[src/rtl/ysyx_22041211_ifu_if.sv]
`default_nettype none
// +----------------------------------------------------------------------------+
// | ysyx_22041211_ifu_if : fetch address/response channel between IFU and mem  |
// | Rev 1.0                                                                    |
// +----------------------------------------------------------------------------+
interface ysyx_22041211_ifu_if #(
  parameter int ADDR_W = 32
) ();
  logic [ADDR_W-1:0] araddr;
  logic              arvalid;
  logic              arready;
  logic [31:0]       rdata;
  logic [1:0]        rresp;
  logic              rvalid;
  logic              rready;

  modport master (
    output araddr, arvalid, rready,
    input  arready, rdata, rresp, rvalid
  );

  modport slave (
    input  araddr, arvalid, rready,
    output arready, rdata, rresp, rvalid
  );
endinterface
`default_nettype wire

[src/rtl/ysyx_22041211_ifu.sv]
`default_nettype none
// +----------------------------------------------------------------------------+
// | ysyx_22041211_ifu : single-outstanding instruction fetch unit with redirect |
// | Rev 1.0                                                                    |
// +----------------------------------------------------------------------------+
module ysyx_22041211_ifu #(
  parameter int                ADDR_W   = 32,
  parameter logic [ADDR_W-1:0] RESET_PC = 32'h8000_0000
) (
  input  logic                  clk,
  input  logic                  rst_n,
  ysyx_22041211_ifu_if.master   mem,
  output logic [31:0]           inst_o,
  output logic [ADDR_W-1:0]     pc_o,
  output logic                  fetch_err_o,
  output logic                  inst_valid_o,
  input  logic                  inst_ready_i,
  input  logic                  redirect_valid_i,
  input  logic [ADDR_W-1:0]     redirect_pc_i,
  output logic [31:0]           fetch_cnt_o
);

  typedef enum logic [1:0] {
    S_IDLE = 2'd0,
    S_REQ  = 2'd1,
    S_WAIT = 2'd2,
    S_OUT  = 2'd3
  } state_t;

  state_t            state_q, state_d;
  logic [ADDR_W-1:0] pc_q, pc_d;
  logic [ADDR_W-1:0] req_addr_q, req_addr_d;
  logic              drop_q, drop_d;
  logic [31:0]       fetch_cnt_q, fetch_cnt_d;
  logic [31:0]       inst_q, inst_d;
  logic [ADDR_W-1:0] pc_out_q, pc_out_d;
  logic              err_q, err_d;

  logic [ADDR_W-1:0] w_target;
  logic [ADDR_W-1:0] w_next_pc;

  assign w_target = {redirect_pc_i[ADDR_W-1:2], 2'b00};

  always_comb begin
    state_d     = state_q;
    pc_d        = pc_q;
    req_addr_d  = req_addr_q;
    drop_d      = drop_q;
    fetch_cnt_d = fetch_cnt_q;
    inst_d      = inst_q;
    pc_out_d    = pc_out_q;
    err_d       = err_q;
    w_next_pc   = '0;

    case (state_q)
      S_IDLE: begin
        req_addr_d = pc_q;
        state_d    = S_REQ;
      end
      S_REQ: begin
        // The address already on the bus stays put; only the architectural PC moves.
        if (redirect_valid_i) begin
          pc_d   = w_target;
          drop_d = 1'b1;
        end
        if (mem.arready) begin
          state_d = S_WAIT;
        end
      end
      S_WAIT: begin
        if (mem.rvalid) begin
          if (!drop_q && !redirect_valid_i) begin
            inst_d   = mem.rdata;
            pc_out_d = req_addr_q;
            err_d    = (mem.rresp != 2'b00);
            state_d  = S_OUT;
          end else begin
            w_next_pc  = redirect_valid_i ? w_target : pc_q;
            drop_d     = 1'b0;
            req_addr_d = w_next_pc;
            pc_d       = w_next_pc;
            state_d    = S_REQ;
          end
        end else if (redirect_valid_i) begin
          pc_d   = w_target;
          drop_d = 1'b1;
        end
      end
      S_OUT: begin
        if (inst_ready_i) begin
          // A redirect coinciding with the handshake still counts the transfer.
          fetch_cnt_d = fetch_cnt_q + 32'd1;
          w_next_pc   = redirect_valid_i ? w_target : (pc_out_q + ADDR_W'(4));
          pc_d        = w_next_pc;
          req_addr_d  = w_next_pc;
          state_d     = S_REQ;
        end else if (redirect_valid_i) begin
          pc_d       = w_target;
          req_addr_d = w_target;
          state_d    = S_REQ;
        end
      end
      default: begin
        state_d = S_IDLE;
      end
    endcase
  end

  always_ff @(posedge clk) begin
    if (!rst_n) begin
      state_q     <= S_IDLE;
      pc_q        <= RESET_PC;
      req_addr_q  <= RESET_PC;
      drop_q      <= 1'b0;
      fetch_cnt_q <= 32'd0;
      inst_q      <= 32'd0;
      pc_out_q    <= '0;
      err_q       <= 1'b0;
    end else begin
      state_q     <= state_d;
      pc_q        <= pc_d;
      req_addr_q  <= req_addr_d;
      drop_q      <= drop_d;
      fetch_cnt_q <= fetch_cnt_d;
      inst_q      <= inst_d;
      pc_out_q    <= pc_out_d;
      err_q       <= err_d;
    end
  end

  assign mem.araddr   = req_addr_q;
  assign mem.arvalid  = (state_q == S_REQ);
  assign mem.rready   = (state_q == S_WAIT);
  assign inst_valid_o = (state_q == S_OUT);
  assign inst_o       = inst_q;
  assign pc_o         = pc_out_q;
  assign fetch_err_o  = err_q;
  assign fetch_cnt_o  = fetch_cnt_q;

endmodule
`default_nettype wire
[src/flat_wrapper.sv]
// flat-port wrapper written by rule: the top's interface ports become plain ports
module ysyx_22041211_ifu_flat 
#(
  parameter int                ADDR_W   = 32,
  parameter logic [ADDR_W-1:0] RESET_PC = 32'h8000_0000
)
  (clk, rst_n, inst_o, pc_o, fetch_err_o, inst_valid_o, inst_ready_i, redirect_valid_i, redirect_pc_i, fetch_cnt_o, mem_araddr, mem_arvalid, mem_rready, mem_arready, mem_rdata, mem_rresp, mem_rvalid);
  ysyx_22041211_ifu_if #(.ADDR_W(ADDR_W)) mem_i ();
  input  logic clk;
  input  logic rst_n;
  output logic [31:0] inst_o;
  output logic [ADDR_W-1:0] pc_o;
  output logic fetch_err_o;
  output logic inst_valid_o;
  input  logic inst_ready_i;
  input  logic redirect_valid_i;
  input  logic [ADDR_W-1:0] redirect_pc_i;
  output logic [31:0] fetch_cnt_o;
  output wire logic [$bits(mem_i.araddr)-1:0] mem_araddr;
  output wire logic [$bits(mem_i.arvalid)-1:0] mem_arvalid;
  output wire logic [$bits(mem_i.rready)-1:0] mem_rready;
  input wire logic [$bits(mem_i.arready)-1:0] mem_arready;
  input wire logic [$bits(mem_i.rdata)-1:0] mem_rdata;
  input wire logic [$bits(mem_i.rresp)-1:0] mem_rresp;
  input wire logic [$bits(mem_i.rvalid)-1:0] mem_rvalid;
  assign mem_araddr = mem_i.araddr;
  assign mem_arvalid = mem_i.arvalid;
  assign mem_rready = mem_i.rready;
  assign mem_i.arready = mem_arready;
  assign mem_i.rdata = mem_rdata;
  assign mem_i.rresp = mem_rresp;
  assign mem_i.rvalid = mem_rvalid;
  ysyx_22041211_ifu #(.ADDR_W(ADDR_W), .RESET_PC(RESET_PC)) u_core (.clk(clk), .rst_n(rst_n), .mem(mem_i), .inst_o(inst_o), .pc_o(pc_o), .fetch_err_o(fetch_err_o), .inst_valid_o(inst_valid_o), .inst_ready_i(inst_ready_i), .redirect_valid_i(redirect_valid_i), .redirect_pc_i(redirect_pc_i), .fetch_cnt_o(fetch_cnt_o));
endmodule
[config.mk]
export PLATFORM = sky130hd
export DESIGN_NAME = ysyx_22041211_ifu_flat
export DESIGN_NICKNAME = d
export VERILOG_FILES = /design/src/rtl/ysyx_22041211_ifu_if.sv /design/src/rtl/ysyx_22041211_ifu.sv /design/src/flat_wrapper.sv
export SDC_FILE = /design/constraint.sdc
export NUM_CORES = 1
export LEC_CHECK = 0
export ABC_AREA = 1
export CORE_MARGIN = 1.5
export CORE_UTILIZATION = 55
export DETAILED_ROUTE_END_ITERATION = 8
export GPL_TIMING_DRIVEN = 0
export PLACE_DENSITY = 0.95
export SKIP_LAST_GASP = 1
export SYNTH_ARGS = -nofsm -noshare
export SYNTH_HDL_FRONTEND = slang
export SYNTH_SLANG_ARGS = --single-unit
[constraint.sdc]
create_clock -name clk -period 3.7 [get_ports clk]
set_clock_uncertainty 0.15 [all_clocks]
set_input_delay 1.11 -clock clk [delete_from_list [all_inputs] [get_ports clk]]
set_output_delay 1.11 -clock clk [all_outputs]
set_load 0.01 [all_outputs]
== Word-level counts from Yosys, hierarchy flattened ==
Cells that the tools add are included.

* Input port bits: 72
* Flip-flop bits (word level): 164

* Reductions and logical operators: 14
* $add $sub $neg: 2
* Multiplexer cells: 20
* Equality and inequality tests: 8

{| class="wikitable"
|+ Operator list
! kind !! number
|-
| two-way mux 32 bit || 8
|-
| case mux 32 bit (3 select lines) || 2
|-
| adder 32 x 1 -> 32 bit (second input constant) || 1
|-
| adder 32 x 3 -> 32 bit (second input constant) || 1
|-
| two-way mux 2 bit || 5
|-
| case mux 2 bit (4 select lines) || 1
|-
| AND reduction 2 bit || 3
|-
| AND reduction 3 bit || 2
|-
| nonzero test 3 bit || 2
|-
| equality test 2 bit (second input constant) || 2
|-
| != test 2 x 1 -> 1 bit (second input constant) || 2
|-
| AND reduction 4 bit || 1
|-
| nonzero test 2 bit || 2
|-
| two-way mux 1 bit || 3
|-
| != test 3 x 1 -> 1 bit (second input constant) || 1
|-
| != test 3 bit (second input constant) || 1
|-
| equality test 2 x 1 -> 1 bit (second input constant) || 1
|-
| zero test 1 bit || 2
|-
| zero test 2 bit || 1
|-
| != test 2 bit (second input constant) || 1
|-
| case mux 1 bit (2 select lines) || 1
|-
| logical AND 1 bit || 1
|}

== Depth between registers and ports, before layout ==
Gate-level depths: netlist of run 1.

* Word-level depth: 5
* Depth in mapped cells: 12

== Least setup slack after synthesis of run 1 ==
OpenSTA, ideal clock, no wires.

* Kind: in2reg
* Start point: in inst_ready_i
* End point: reg u_core.fetch_cnt_q[19] (netlist: u_core.fetch_cnt_o[19])
* Buffers on the path: 0
* Cell stages on the path: 11
* Setup slack: 1420 ps
* Data arrival time: 2003 ps
* Cells stage by stage: nand2_4 > nor2_4 > nand2_2 > nor2_4 > nand2_2 > nor2_4 > nand2_1 > nor2_1 > nand3_1 > nand2_1 > nor2_1

* Word-level cells in the longest chain between the ends: 1

{| class="wikitable"
|+ RTL lines
! what !! line !! source
|-
| start: declaration || flat_wrapper.sv:15 || <nowiki>input logic inst_ready_i;</nowiki>
|-
| AND reduction 2 bit (no line) || n/a ||
|-
| end signal: assignment || ysyx_22041211_ifu.sv:124 || <nowiki>fetch_cnt_q <= fetch_cnt_d;</nowiki>
|-
| end: declaration || ysyx_22041211_ifu.sv:34 || <nowiki>logic [31:0] fetch_cnt_q, fetch_cnt_d;</nowiki>
|}

Every way passes these cells.
A chain may end at the register's enable or synchronous reset.

== Worst setup path in the final report of run 1 ==
* Start point: in redirect_valid_i
* End point: reg u_core.pc_out_q[26] (netlist: u_core.pc_o[26])

* Word-level cells in the longest chain between the ends: 3

{| class="wikitable"
|+ RTL lines
! what !! line !! source
|-
| start: declaration || flat_wrapper.sv:16 || <nowiki>input logic redirect_valid_i;</nowiki>
|-
| zero test 1 bit || ysyx_22041211_ifu.sv:72 || <nowiki>if (!drop_q && !redirect_valid_i) begin</nowiki>
|-
| logical AND 1 bit || ysyx_22041211_ifu.sv:72 ||
|-
| AND reduction 3 bit (no line) || n/a ||
|-
| end signal: assignment || ysyx_22041211_ifu.sv:126 || <nowiki>pc_out_q <= pc_out_d;</nowiki>
|-
| end: declaration || ysyx_22041211_ifu.sv:36 || <nowiki>logic [ADDR_W-1:0] pc_out_q, pc_out_d;</nowiki>
|}

Every way passes these cells.

==> metrics.txt, run 1 <==
fin crit period=3.16 ns; Ant. Diodes=0; Syn Area/Cell=6.47 µm²; Seq cells post-synth=164; GRT Overall Usage=40.5%; fin crit share=85.4%; Std-Cell Rows=45; top cell type's share of synthesized area=37.6%; # nets final=1648; Critical Path Slowest Stage Cell=o21ai_0; Synth Area in Compound Gates=23.8%; Worst-Margin Slew=0.739 ns; post-synthesis cell type with the largest combined area=dfxtp_1; Max-slew headroom=50.8%; first-pass GRT wire length=52.2 mm; Area after DPL=11000 µm²; CTS buffer count=17; Adder-Cell Fraction of Synth Area=0.860%; Post-synth EDFFs=0; Fillers=1234; DIE HEIGHT=129 µm; simple-gate share of the synthesized area=27.9%; syn_nets=1428; total negative slack=0 ns; leading register cell type out of synthesis=dfxtp_1; TritonCTS clock tree=yes; core box area=15400 µm²; WS Path Type=in -> reg; Worst EP required=3.85 ns; CTS Sinks=164; commonest non-fill, non-tap cell in the layout=nand2_1; PortBufs=201; mux contribution to synthesized area=0%; GP Congestion=0.967; final hold viol count=0; Setup Buffers After CTS=0; commonest cells after routing, fill and taps aside=nand2_1 (289), nor2_1 (211), clkdlybuf4s50_1 (201); gr ovfl total=0; largest net degree at the start of global routing=17; I/O pin total=204; Post-DP HPWL=24.0 mm; FF/Latch Area=3280 µm²; clk slew on worst S/H paths=0.07 ns; RSZ-0062 raised after global routing=false; Max VDD drop=0.461 mV; FFs w/ async S/R, synth=0%; worst hold path class=reg -> reg; Starting Density=56.8%; WP buf/inv=3; xor/xnor share of the synthesized area=1.20%; multi-input logic area=4700 µm²; Mapped Area=8730 µm²; CTS Buffer Depth=2; Yosys warnings=0; # setup viols final=0; GR Util met2=63.4%; fmax=0.317 GHz; clk_lat worst skew=0.44 ns; root buffer cell=clkbuf_16; drt wl/cell=18.4 µm; initial antenna violation count=0; hold buffers post-CTS=0; via/cell ratio=5.91; CP Data Arrival Time=3.31 ns; post-synthesis cell count=1350; die area=16600 µm²; post-CTS sizing=0; ANT nets after route=0; Leakage Power=4.48 nW; pwr dens=558 nW/µm²; CTS HTree Levels=4; crit path cell chain=clkdlybuf4s50_1 -> nor2_1 -> nand2_2 -> nor2_4 -> inv_2 -> clkbuf_1 -> o21ai_0 -> a21oi_1; Top Usage Layer GRT=met2; Pins Over Slew Limit=0; status=completed; Inst Count DP=1762; Cell Count, Final, Fillers Out=1794; met1 usage=50.7%; Cell variety after synth=40; total length of routed wires=33.0 mm; Die Wd=129 µm; Hold Worst Slack=0.330 ns; GR Util met3=11.9%; dominant cells by area after synthesis=dfxtp_1 (38%), nand2_1 (12%), o21ai_0 (10%); CP max stage delay=0.60 ns; crit-path max FO=10; drt drc=0; total number of vias=10600; Finished Cell Area=11600 µm²; max cap viols=0; combinational family with the most area after synthesis=simple AND/OR/NAND/NOR gates; vias in the first global route=10200; critical path launch point type=input pin; share of cells above drive strength 1=5.18%; Area Overhead vs Synth=33.0%; Pre-Repair DR Iteration Count=9; Top delay family on crit path=buffers and inverters; Starting DRT DRC Count=1653; Critical Path End Type=flip-flop; Seq/Total Area, Yosys=37.6%; fin util=75.6%
-- metal layers --
metal,up-vias,part of all wire (%)
li1,4886,-
met1,4749,37
met2,820,43
met3,155,14
met4,0,5.6
met5,-,0
-- state kept, by name, summed over array words and instances (netlist names) --
register	flops
u_core.pc_q	32
u_core.state_q	2
u_core.inst_o	32
u_core.pc_o	32
u_core.fetch_err_o	1
u_core.mem.araddr	32
u_core.fetch_cnt_o	32
u_core.drop_q	1
-- final timing paths --
kind	startpoint	to	slack, ns	depth (start not counted)
setup / recovery	redirect_valid_i	u_core.pc_o[26]	0.54	8
hold / removal	u_core.fetch_err_o	u_core.fetch_err_o	0.33	2
setup reg to reg	u_core.state_q[0]	u_core.pc_o[26]	0.90	9
hold reg to reg	u_core.fetch_err_o	u_core.fetch_err_o	0.33	2
-- area by class of cell --
type,count,area share [%]
inverter,127,4.10
timing repair buffer,201,17.3
clock inverter,14,1.46
buffer,66,2.35
sequential,164,28.3
tap,211,2.27
multi-input combinational,993,40.5
clock buffer,18,3.78
-- worst reg2reg max path, stage by stage, from the launching register on --
cell and delay, ns:
dfxtp_1 0.35, inv_1 0.09, ha_1 0.20, buf_2 0.32
nand2_2 0.15, nor2_4 0.24, inv_2 0.14, clkbuf_1 0.33
o21ai_0 0.61, a21oi_1 0.08
-- cell families (layout without fill, tap and decap cells) --
logic type | Yosys count | in the layout
AO/OA/AOI/OAI | 382 | 382
AND/OR/NAND/NOR | 593 | 593
buffers and inverters | 193 | 426
XOR/XNOR | 12 | 12
flip-flops | 164 | 164
adder cells (fa/ha/maj) | 6 | 6
-- synth_stat cells, types with 4 or more instances --
| master | instances |
|---|---|
| a211oi_1 | 19 |
| a31oi_1 | 11 |
| inv_1 | 123 |
| dfxtp_1 | 164 |
| nand4_1 | 9 |
| inv_2 | 4 |
| o22ai_1 | 8 |
| o21a_1 | 16 |
| ha_1 | 6 |
| xor2_1 | 8 |
| nor2_2 | 6 |
| nand3_1 | 36 |
| clkbuf_1 | 43 |
| nor2_1 | 211 |
| o21ai_1 | 4 |
| nand3b_1 | 6 |
| nor2_4 | 6 |
| xnor2_1 | 4 |
| or2_2 | 5 |
| o21ai_0 | 175 |
| buf_2 | 18 |
| nand2_2 | 4 |
| nand2_1 | 289 |
| nor3_1 | 18 |
| a22oi_1 | 4 |
| a21oi_1 | 131 |
-- where the power goes --
part / switching (W) / internal (W) / leakage, nW / total [W]
Combinational: 0.00128 / 0.000899 / 2.84 / 0.00218
Clock: 0.000824 / 0.00104 / 0.299 / 0.00186
Sequential: 0.000306 / 0.00213 / 1.34 / 0.00244
Total: 0.00241 / 0.00407 / 4.48 / 0.00648
-- per-stage QoR --
stage	setup WS, ns	power (W)
3_5_place_dp	0.314	0.00452
2_1_floorplan	1.42	0.00355
4_1_cts	0.638	0.00637
5_1_grt	0.436	0.00673
3_3_place_gp	0.348	0.00445
6_report	0.541	0.00648
Power figures use the tool's default switching activity.
==> inputs of run 2 (changes only) <==
--- a/config.mk
+++ b/config.mk
@@ -12,6 +12,7 @@
 export GPL_TIMING_DRIVEN = 0
 export PLACE_DENSITY = 0.95
 export SKIP_LAST_GASP = 1
+export SLEW_MARGIN = 10
 export SYNTH_ARGS = -nofsm -noshare
 export SYNTH_HDL_FRONTEND = slang
 export SYNTH_SLANG_ARGS = --single-unit
==> results of run 2 <==
Final layout, timing and power as in run 1 (identical DEF).
